[src/rtl/pong_game_ctrl.sv]
// Pong game sequencer: owns the game state, scores, serve delay and winner.
// Button and ball-flag inputs act only on their rising edges.
module pong_game_ctrl #(
    parameter int unsigned WIN_SCORE = 5,
    parameter int unsigned SERVE_MS  = 1000
) (
    input  logic       clk,
    input  logic       reset,
    input  logic       tick_1ms,
    input  logic       start_btn,
    input  logic       pause_btn,
    input  logic       p1_win,
    input  logic       p2_win,
    output logic [2:0] state,
    output logic       ball_move_en,
    output logic       game_end,
    output logic [3:0] p1_score,
    output logic [3:0] p2_score,
    output logic [1:0] winner
);

    typedef enum logic [2:0] {
        IDLE      = 3'b000,
        P1_POINT  = 3'b001,
        P2_POINT  = 3'b010,
        PLAY      = 3'b011,
        GAME_OVER = 3'b100,
        PAUSE     = 3'b111
    } state_t;

    localparam logic [3:0]  WIN_PTS   = 4'(WIN_SCORE);
    localparam logic [15:0] SERVE_CNT = 16'(SERVE_MS);

    state_t      state_q, state_n;
    logic [3:0]  p1_q, p1_n, p2_q, p2_n;
    logic [1:0]  win_q, win_n;
    logic [15:0] cnt_q, cnt_n, cnt_inc;
    logic        bme_q, ge_q;

    logic start_d, pause_d, p1_d, p2_d;
    logic start_rise, pause_rise, p1_rise, p2_rise;

    assign start_rise = start_btn & ~start_d;
    assign pause_rise = pause_btn & ~pause_d;
    assign p1_rise    = p1_win    & ~p1_d;
    assign p2_rise    = p2_win    & ~p2_d;
    assign cnt_inc    = cnt_q + 16'd1;

    always_ff @(posedge clk or posedge reset) begin
        if (reset) begin
            start_d <= 1'b0;
            pause_d <= 1'b0;
            p1_d    <= 1'b0;
            p2_d    <= 1'b0;
        end else begin
            start_d <= start_btn;
            pause_d <= pause_btn;
            p1_d    <= p1_win;
            p2_d    <= p2_win;
        end
    end

    always_ff @(posedge clk or posedge reset) begin
        if (reset) begin
            state_q <= IDLE;
            p1_q    <= '0;
            p2_q    <= '0;
            win_q   <= '0;
            cnt_q   <= '0;
            bme_q   <= 1'b0;
            ge_q    <= 1'b0;
        end else begin
            state_q <= state_n;
            p1_q    <= p1_n;
            p2_q    <= p2_n;
            win_q   <= win_n;
            cnt_q   <= cnt_n;
            bme_q   <= (state_n == PLAY);
            ge_q    <= (state_n == GAME_OVER);
        end
    end

    always_comb begin
        state_n = state_q;
        p1_n    = p1_q;
        p2_n    = p2_q;
        win_n   = win_q;
        cnt_n   = cnt_q;
        case (state_q)
            IDLE: begin
                if (start_rise) begin
                    p1_n    = '0;
                    p2_n    = '0;
                    win_n   = '0;
                    state_n = PLAY;
                end
            end
            PLAY: begin
                // Player 1 beats player 2, and any win beats pause.
                if (p1_rise) begin
                    p1_n    = (p1_q == 4'hF) ? p1_q : p1_q + 4'd1;
                    cnt_n   = '0;
                    state_n = P1_POINT;
                end else if (p2_rise) begin
                    p2_n    = (p2_q == 4'hF) ? p2_q : p2_q + 4'd1;
                    cnt_n   = '0;
                    state_n = P2_POINT;
                end else if (pause_rise) begin
                    state_n = PAUSE;
                end
            end
            PAUSE: begin
                if (pause_rise) state_n = PLAY;
            end
            P1_POINT, P2_POINT: begin
                if (tick_1ms) begin
                    cnt_n = cnt_inc;
                    if (cnt_inc == SERVE_CNT) begin
                        if (p1_q == WIN_PTS || p2_q == WIN_PTS) begin
                            win_n   = (p1_q > p2_q) ? 2'b01 : 2'b10;
                            state_n = GAME_OVER;
                        end else begin
                            state_n = PLAY;
                        end
                    end
                end
            end
            GAME_OVER: begin
                if (start_rise) state_n = IDLE;
            end
            default: state_n = IDLE;
        endcase
    end

    assign state        = state_q;
    assign ball_move_en = bme_q;
    assign game_end     = ge_q;
    assign p1_score     = p1_q;
    assign p2_score     = p2_q;
    assign winner       = win_q;

endmodule

[config.mk]
export PLATFORM = sky130hd
export DESIGN_NAME = pong_game_ctrl
export DESIGN_NICKNAME = d
export VERILOG_FILES = /design/src/rtl/pong_game_ctrl.sv
export SDC_FILE = /design/constraint.sdc
export NUM_CORES = 1
export LEC_CHECK = 0
export BUFFER_PORTS_ARGS = -buffer_cell sky130_fd_sc_hd__buf_2
export CAP_MARGIN = 20
export CORE_UTILIZATION = 45
export CTS_CLUSTER_SIZE = 10
export DETAILED_ROUTE_END_ITERATION = 12
export SYNTH_ARGS = -nofsm -noshare
export SYNTH_HDL_FRONTEND = slang
export SYNTH_SLANG_ARGS = --single-unit
[constraint.sdc]
create_clock -name clk -period 3.2 [get_ports clk]
set_input_delay 0.64 -clock clk [delete_from_list [all_inputs] [get_ports clk]]
set_output_delay 0.64 -clock clk [all_outputs]
set_load 0.05 [all_outputs]
==> reports/results.ini, run 1 <==
[status]
status = finished, final reports clean

[critical_path]
critical_path_arrival_ns = 2.80
crit_path_max_fanout = 9
critPathCaptureType = flip-flop
critical_path_class = reg -> reg
cp-start-kind = flip-flop
required_ns = 3.42

[global_route]
grt_first_pass_wirelength_microns = 8362
grt_overflow = 0
grt_max_degree = 36
grt_usage_pct = 20.71
antenna_found_initial = 0
grt_pass1_vias = 1667

[placed_design]
dp_worst_setup_slack_ns = 0.6276
gp_routability_congestion = 0.8241
portBuffers = 21
dp_hpwl_microns = 3318

[die]
die_area_sq_um = 5137
num_rows = 24
dieWidth_microns = 71.68
die_y_microns = 71.68
pin_count = 22
initial_utilization_pct = 48.50
core_sq_um = 4504

[power]
peakVddDrop_v = 0.0004111
p_leak_uw = 0.001015
power_uw = 1576
cellPowerDensity_nw_per_um2 = 655.3

[yosys]
synth_enable_flop_cells = 0
synth_flop_cell = dfrtp_1
synthCells = 246
synth_fp_nets = 262
yosysUniqueCellTypes = 46
synth_compound_area_share_pct = 22.91
synth_top_family_by_area = simple AND/OR/NAND/NOR gates
yosysMostFrequentCell = dfrtp_1
synth_adder_area_share_pct = 5.155
yosysWarningCount = 0
ys_seq_elements = 35
synth.top_cell.area_share_pct = 40.09
synth_area_sq_um = 2185
synthSimpleGateAreaFrac_pct = 24.97
synth_xor_area_share_pct = 2.005
synth_mux_area_share_pct = 0.5155
async_reset_ff_share_pct = 100.0
yosys.area.top_type = dfrtp_1
ys_seq_area_share_pct = 40.09
ys_top_cells_by_area = dfrtp_1 40%, o21ai_0 5.7%, ha_1 5.2%
ys_top_cells_by_count = 35 x dfrtp_1, 25 x o21ai_0, 23 x nor2_1
avgSynthCellArea_sq_um = 8.880

[route]
drt-total-wl_microns = 4922
drt.antenna.violating_nets = 0
drt_iter0_drc = 156
remaining_drc_errors = 0
dr_wl_met2_microns = 2083
routed.top_layer = met4
drt-met1-wl_microns = 2563
routedWlPerCell_microns = 15.53
vias = 1887
avgViaCountPerCell = 5.953
wl_met3_microns = 225
firstDrtPassIters = 4

[clock_network]
cts_hold_buf = 0
post_cts_resized = 0
cts_max_path_buffers = 2
cts.sinks = 35
clkTransAtPathRegs_ns = 0.08
clock_latency_ns = 0.29
post_cts_buffers = 0
htree_levels = 2
tritoncts = done
root_buffer = clkbuf_8
cts-buffers-inserted = 5

[cells_and_area]
drive_above_1_share_pct = 15.47
syn2layout_area_growth_pct = 10.08
layout.area.seq_sq_um = 875.8
multi_input_area_sq_um = 1214
nNetsFinal = 280
n_antenna_cell = 0
n_fill_cell = 437
utilization_pct = 53.39

[sta]
relSlewSlack_pct = 59.45
worst_pin_slew_ns = 0.6083
fin_crit_sh_pct = 80.81
fmax_ghz = 0.3867
drv_slew = 0
rsz0062_at_grt = false
setup-tns-final_ns = 0
worst_clock_skew_ns = 0.006585
period_needed_ns = 2.586
finalWorstSetupSlack_ns = 0.6140
setup_viol = 0
hold_viol_final = 0

[flow_run]
cap_violations = 0

[min_path]
hold_class = in -> async

## metal layers
metal	up-vias	global-route usage, %
li1	940	-
met4	0	7.190
met5	-	0
met3	4	2.954
met2	54	28.30
met1	889	32.92
## power by group
part | switching (uW) | internal [uW]
Clock | 166 | 153
Combinational | 436 | 230
Sequential | 98.6 | 492
Total | 701 | 875
## registers in the layout, summed over array words and instances (netlist names)
signal / cells
p1_d: 1
start_d: 1
game_end: 1
p2_score: 4
p1_score: 4
p2_d: 1
state: 3
cnt_q: 16
pause_d: 1
ball_move_en: 1
winner: 2
## logic make-up after synthesis
group,count (synthesis)
adder cells (fa/ha/maj),9
AO/OA/AOI/OAI,71
flip-flops,35
buffers and inverters,23
XOR/XNOR,5
AND/OR/NAND/NOR,102
multiplexers,1
## path summary, 6_finish.rpt
path	from	end	slack (ns)	depth (start not counted)
setup / recovery	cnt_q[0]$_DFFE_PP0P_	ball_move_en$_DFF_PP0_	0.61	7
hold / removal	reset	cnt_q[13]$_DFFE_PP0P_	0.44	3
setup reg to reg	cnt_q[0]$_DFFE_PP0P_	ball_move_en$_DFF_PP0_	0.61	7
hold reg to reg	cnt_q[15]$_DFFE_PP0P_	cnt_q[15]$_DFFE_PP0P_	0.51	1
max in group asynchronous	reset	p1_score[1]$_DFFE_PP0P_	2.44	3
min in group clk	start_btn	start_d$_DFF_PP0_	0.47	1
## critical path: stages, from the launching register on
cell       delay, ns
dfrtp_1         0.44
ha_1            0.32
and4_1          0.29
or4_1           0.51
o211ai_1        0.15
o2111ai_4       0.23
or3_4           0.44
a21oi_2         0.13
## cell usage in the layout (no fill, tap or decap), drive strengths merged, types with 4 or more instances in the layout
cell    netlist  layout
dfrtp        35      35
inv           9       9
o21ai        25      25
nor2         23      23
o211ai        5       5
a21o          4       4
ha            9       9
a31oi         5       5
nand4         7       7
a21oi         7       7
buf           5      25
clkbuf        9       7
nand3b        5       5
nand3        19      19
o31ai         9       9
nand2b        7       7
nand2        22      22
## area by class of cell
class	count	share of cell area (%)
Multi-Input combinational cell	188	50.47
Sequential cell	35	36.42
Timing Repair Buffer	25	5.619
Clock buffer	7	3.174
Tap cell	52	2.706
Inverter	9	1.405
Clock inverter	1	0.2081
## per-stage QoR
step                      hold WS [ns]  instances  instance area (sq um)
after global routing            0.4630        317                   2405
after CTS                       0.4596        317                   2405
final                           0.4411        317                   2405
after detailed placement        0.4891        309                   2323
after global placement          0.4749        309                   2323
after floorplan                 0.4490        246                   2185
Note: power is estimated with default switching activity, not from simulation.
==> run 2: changes to the inputs <==
==> constraint.sdc (replaced) <==
create_clock -name clk -period 2.68 [get_ports clk]
set_input_delay 0.536 -clock clk [delete_from_list [all_inputs] [get_ports clk]]
set_output_delay 0.536 -clock clk [all_outputs]
set_load 0.05 [all_outputs]
==> reports/results.ini, run 2 (same netlist as run 1, synthesis figures left out) <==
[flow_run]
cap_violations = 0  ; unchanged

[cells_and_area]
syn2layout_area_growth_pct = 11.11
finalInstanceArea_sq_um = 2427  ; +0.94%
largest_reg_flops = 16  ; unchanged
final_cell_count_no_fill = 317  ; unchanged
drive_above_1_share_pct = 16.23  ; +0.75 points
n_antenna_cell = 0  ; unchanged
layout_commonest_cell = dfrtp_1
mostFrequentLayoutCells = 35 x dfrtp_1, 25 x o21ai_0, 23 x nor2_1
utilization_pct = 53.89  ; +0.50 points
n_fill_cell = 416  ; -4.8%
top_register = cnt_q
nNetsFinal = 281  ; +0.36%

[sta]
setup_viol = 0  ; unchanged
period_needed_ns = 2.497  ; -0.08884 ns
hold_viol_final = 0  ; unchanged
drv_slew = 0  ; unchanged
fmax_ghz = 0.4005  ; +3.6%
relSlewSlack_pct = 56.25  ; -3.2 points
rsz0062_at_grt = false
worst_pin_slew_ns = 0.6502  ; +0.04196 ns
worst_clock_skew_ns = 0.005508  ; -0.001077 ns
setup-tns-final_ns = 0  ; unchanged
hold_slack_ns = 0.3395  ; -0.1016 ns
fin_crit_sh_pct = 93.18  ; +12 points

[clock_network]
cts-buffers-inserted = 5  ; unchanged
cts.sinks = 35  ; unchanged
tritoncts = done
clkTransAtPathRegs_ns = 0.08  ; about the same
clock_latency_ns = 0.29  ; about the same
cts_hold_buf = 0  ; unchanged
cts_max_path_buffers = 2  ; unchanged
htree_levels = 2  ; unchanged
root_buffer = clkbuf_8

[critical_path]
cp.depth = 7  ; unchanged
startpoint = cnt_q[0]$_DFFE_PP0P_
r2r_setup_slack_ns = 0.18  ; -0.43 ns
cp_slowest_stage_delay_ns = 0.51  ; about the same
worstPathCellList = ha_1, and4_1, or4_1, o211ai_1, o2111ai_4, or3_4, a21oi_2
crit_buf_inv = 0  ; unchanged
reg2reg_depth = 7  ; unchanged
worstReg2RegStart = cnt_q[0]$_DFFE_PP0P_
cp-start-kind = flip-flop
critical_path_arrival_ns = 2.72  ; -0.08 ns
critical_path_class = reg -> reg
crit_path_max_fanout = 9  ; unchanged
reg2reg_to = ball_move_en$_DFF_PP0_
endpoint = ball_move_en$_DFF_PP0_
path_delay_family = simple AND/OR/NAND/NOR gates
critPathCaptureType = flip-flop
worst_path_max_delay_cell = or4_1
required_ns = 2.90  ; -0.52 ns

[route]
routedWlPerCell_microns = 15.62  ; +0.59%
wl_met3_microns = 139  ; -38%
avgViaCountPerCell = 5.836  ; -2.0%
remaining_drc_errors = 0  ; unchanged
drt-met1-wl_microns = 2700  ; +5.3%
routed.top_layer = met4
drt.antenna.violating_nets = 0  ; unchanged
dr_wl_met2_microns = 2081  ; about the same
firstDrtPassIters = 4  ; unchanged
drt_iter0_drc = 139  ; -11%
drt-total-wl_microns = 4951  ; +0.59%
vias = 1850  ; -2.0%

[placed_design]
dp.cells = 310  ; +0.32%
portBuffers = 21  ; unchanged
gp_routability_congestion = 0.8427  ; +2.3%
dp_hpwl_microns = 3386  ; +2.0%
dpl_cell_area_sq_um = 2331  ; +0.32%

[die]
pin_count = 22  ; unchanged
initial_utilization_pct = 48.50  ; unchanged
die_area_sq_um = 5137  ; unchanged
die_y_microns = 71.68  ; unchanged
dieWidth_microns = 71.68  ; unchanged
num_rows = 24  ; unchanged
core_sq_um = 4504  ; unchanged

[min_path]
hold_class = in -> async

[global_route]
grt_usage_pct = 21.65  ; +0.94 points
grt_first_pass_wirelength_microns = 8638  ; +3.3%
grt_pass1_vias = 1761  ; +5.6%
grt_max_degree = 36  ; unchanged
grt_overflow = 0  ; unchanged
antenna_found_initial = 0  ; unchanged

[power]
peakVddDrop_v = 0.0004439  ; +8.0%
cellPowerDensity_nw_per_um2 = 787.2  ; +20%
p_leak_uw = 0.001042  ; +2.7%

[status]
status = finished, final reports clean

-- run 2: cell count changes in the layout (fill, tap and decap cells not counted) --
cell	previous run	this run
nor4_2	1	0
clkbuf_8	5	6
nor4_4	0	1
buf_4	4	5
clkbuf_1	2	0
-- run 2: layout make-up --
cell class,count,area [sq um],area share (%)
Tap cell,52,65.06,2.680
Multi-Input combinational cell,188,1222,50.36
Sequential cell,35,875.8,36.08
Inverter,9,33.78,1.392
Clock buffer,6,82.58,3.402
Clock inverter,1,5.005,0.2062
Timing Repair Buffer,26,142.6,5.876
-- run 2: how the worst min path moves through the flow --
stage                     slack (ns)                     to  cells after the start
after floorplan                 0.45  cnt_q[15]$_DFFE_PP0P_                      1
after global placement          0.48  cnt_q[15]$_DFFE_PP0P_                      1
after detailed placement        0.48  cnt_q[15]$_DFFE_PP0P_                      1
after CTS                       0.35  cnt_q[15]$_DFFE_PP0P_                      3
after global routing            0.35      pause_d$_DFF_PP0_                      1
final                           0.34  cnt_q[15]$_DFFE_PP0P_                      3
-- run 2: power by group --
part,internal [uW],switching [uW]
registers,588,120
clock network,202,200
logic,275,526
-- run 2: timing repair --
item,in CTS,in global routing
buffers inserted,0,0
setup endpoints to repair,0,3
gates resized for setup,0,1
-- run 2: per-stage QoR --
stage          setup WS (ns)  total power (uW)
2_1_floorplan         0.2924              1304
3_3_place_gp          0.2502              1514
3_5_place_dp          0.1796              1514
4_1_cts               0.1601              1924
5_1_grt              0.04448              2038
6_report              0.1829              1911
-- run 2: layer usage --
layer / vias to the layer above / GRT usage (%)
met5: - / 0
met2: 35 / 29.98
met3: 2 / 4.641
met4: 0 / 7.407
li1: 938 / -
met1: 875 / 33.18
-- run 2: worst min-delay path: stages --
cell and delay [ns]:
buf_2 0.09, inv_1 0.04, buf_4 0.40
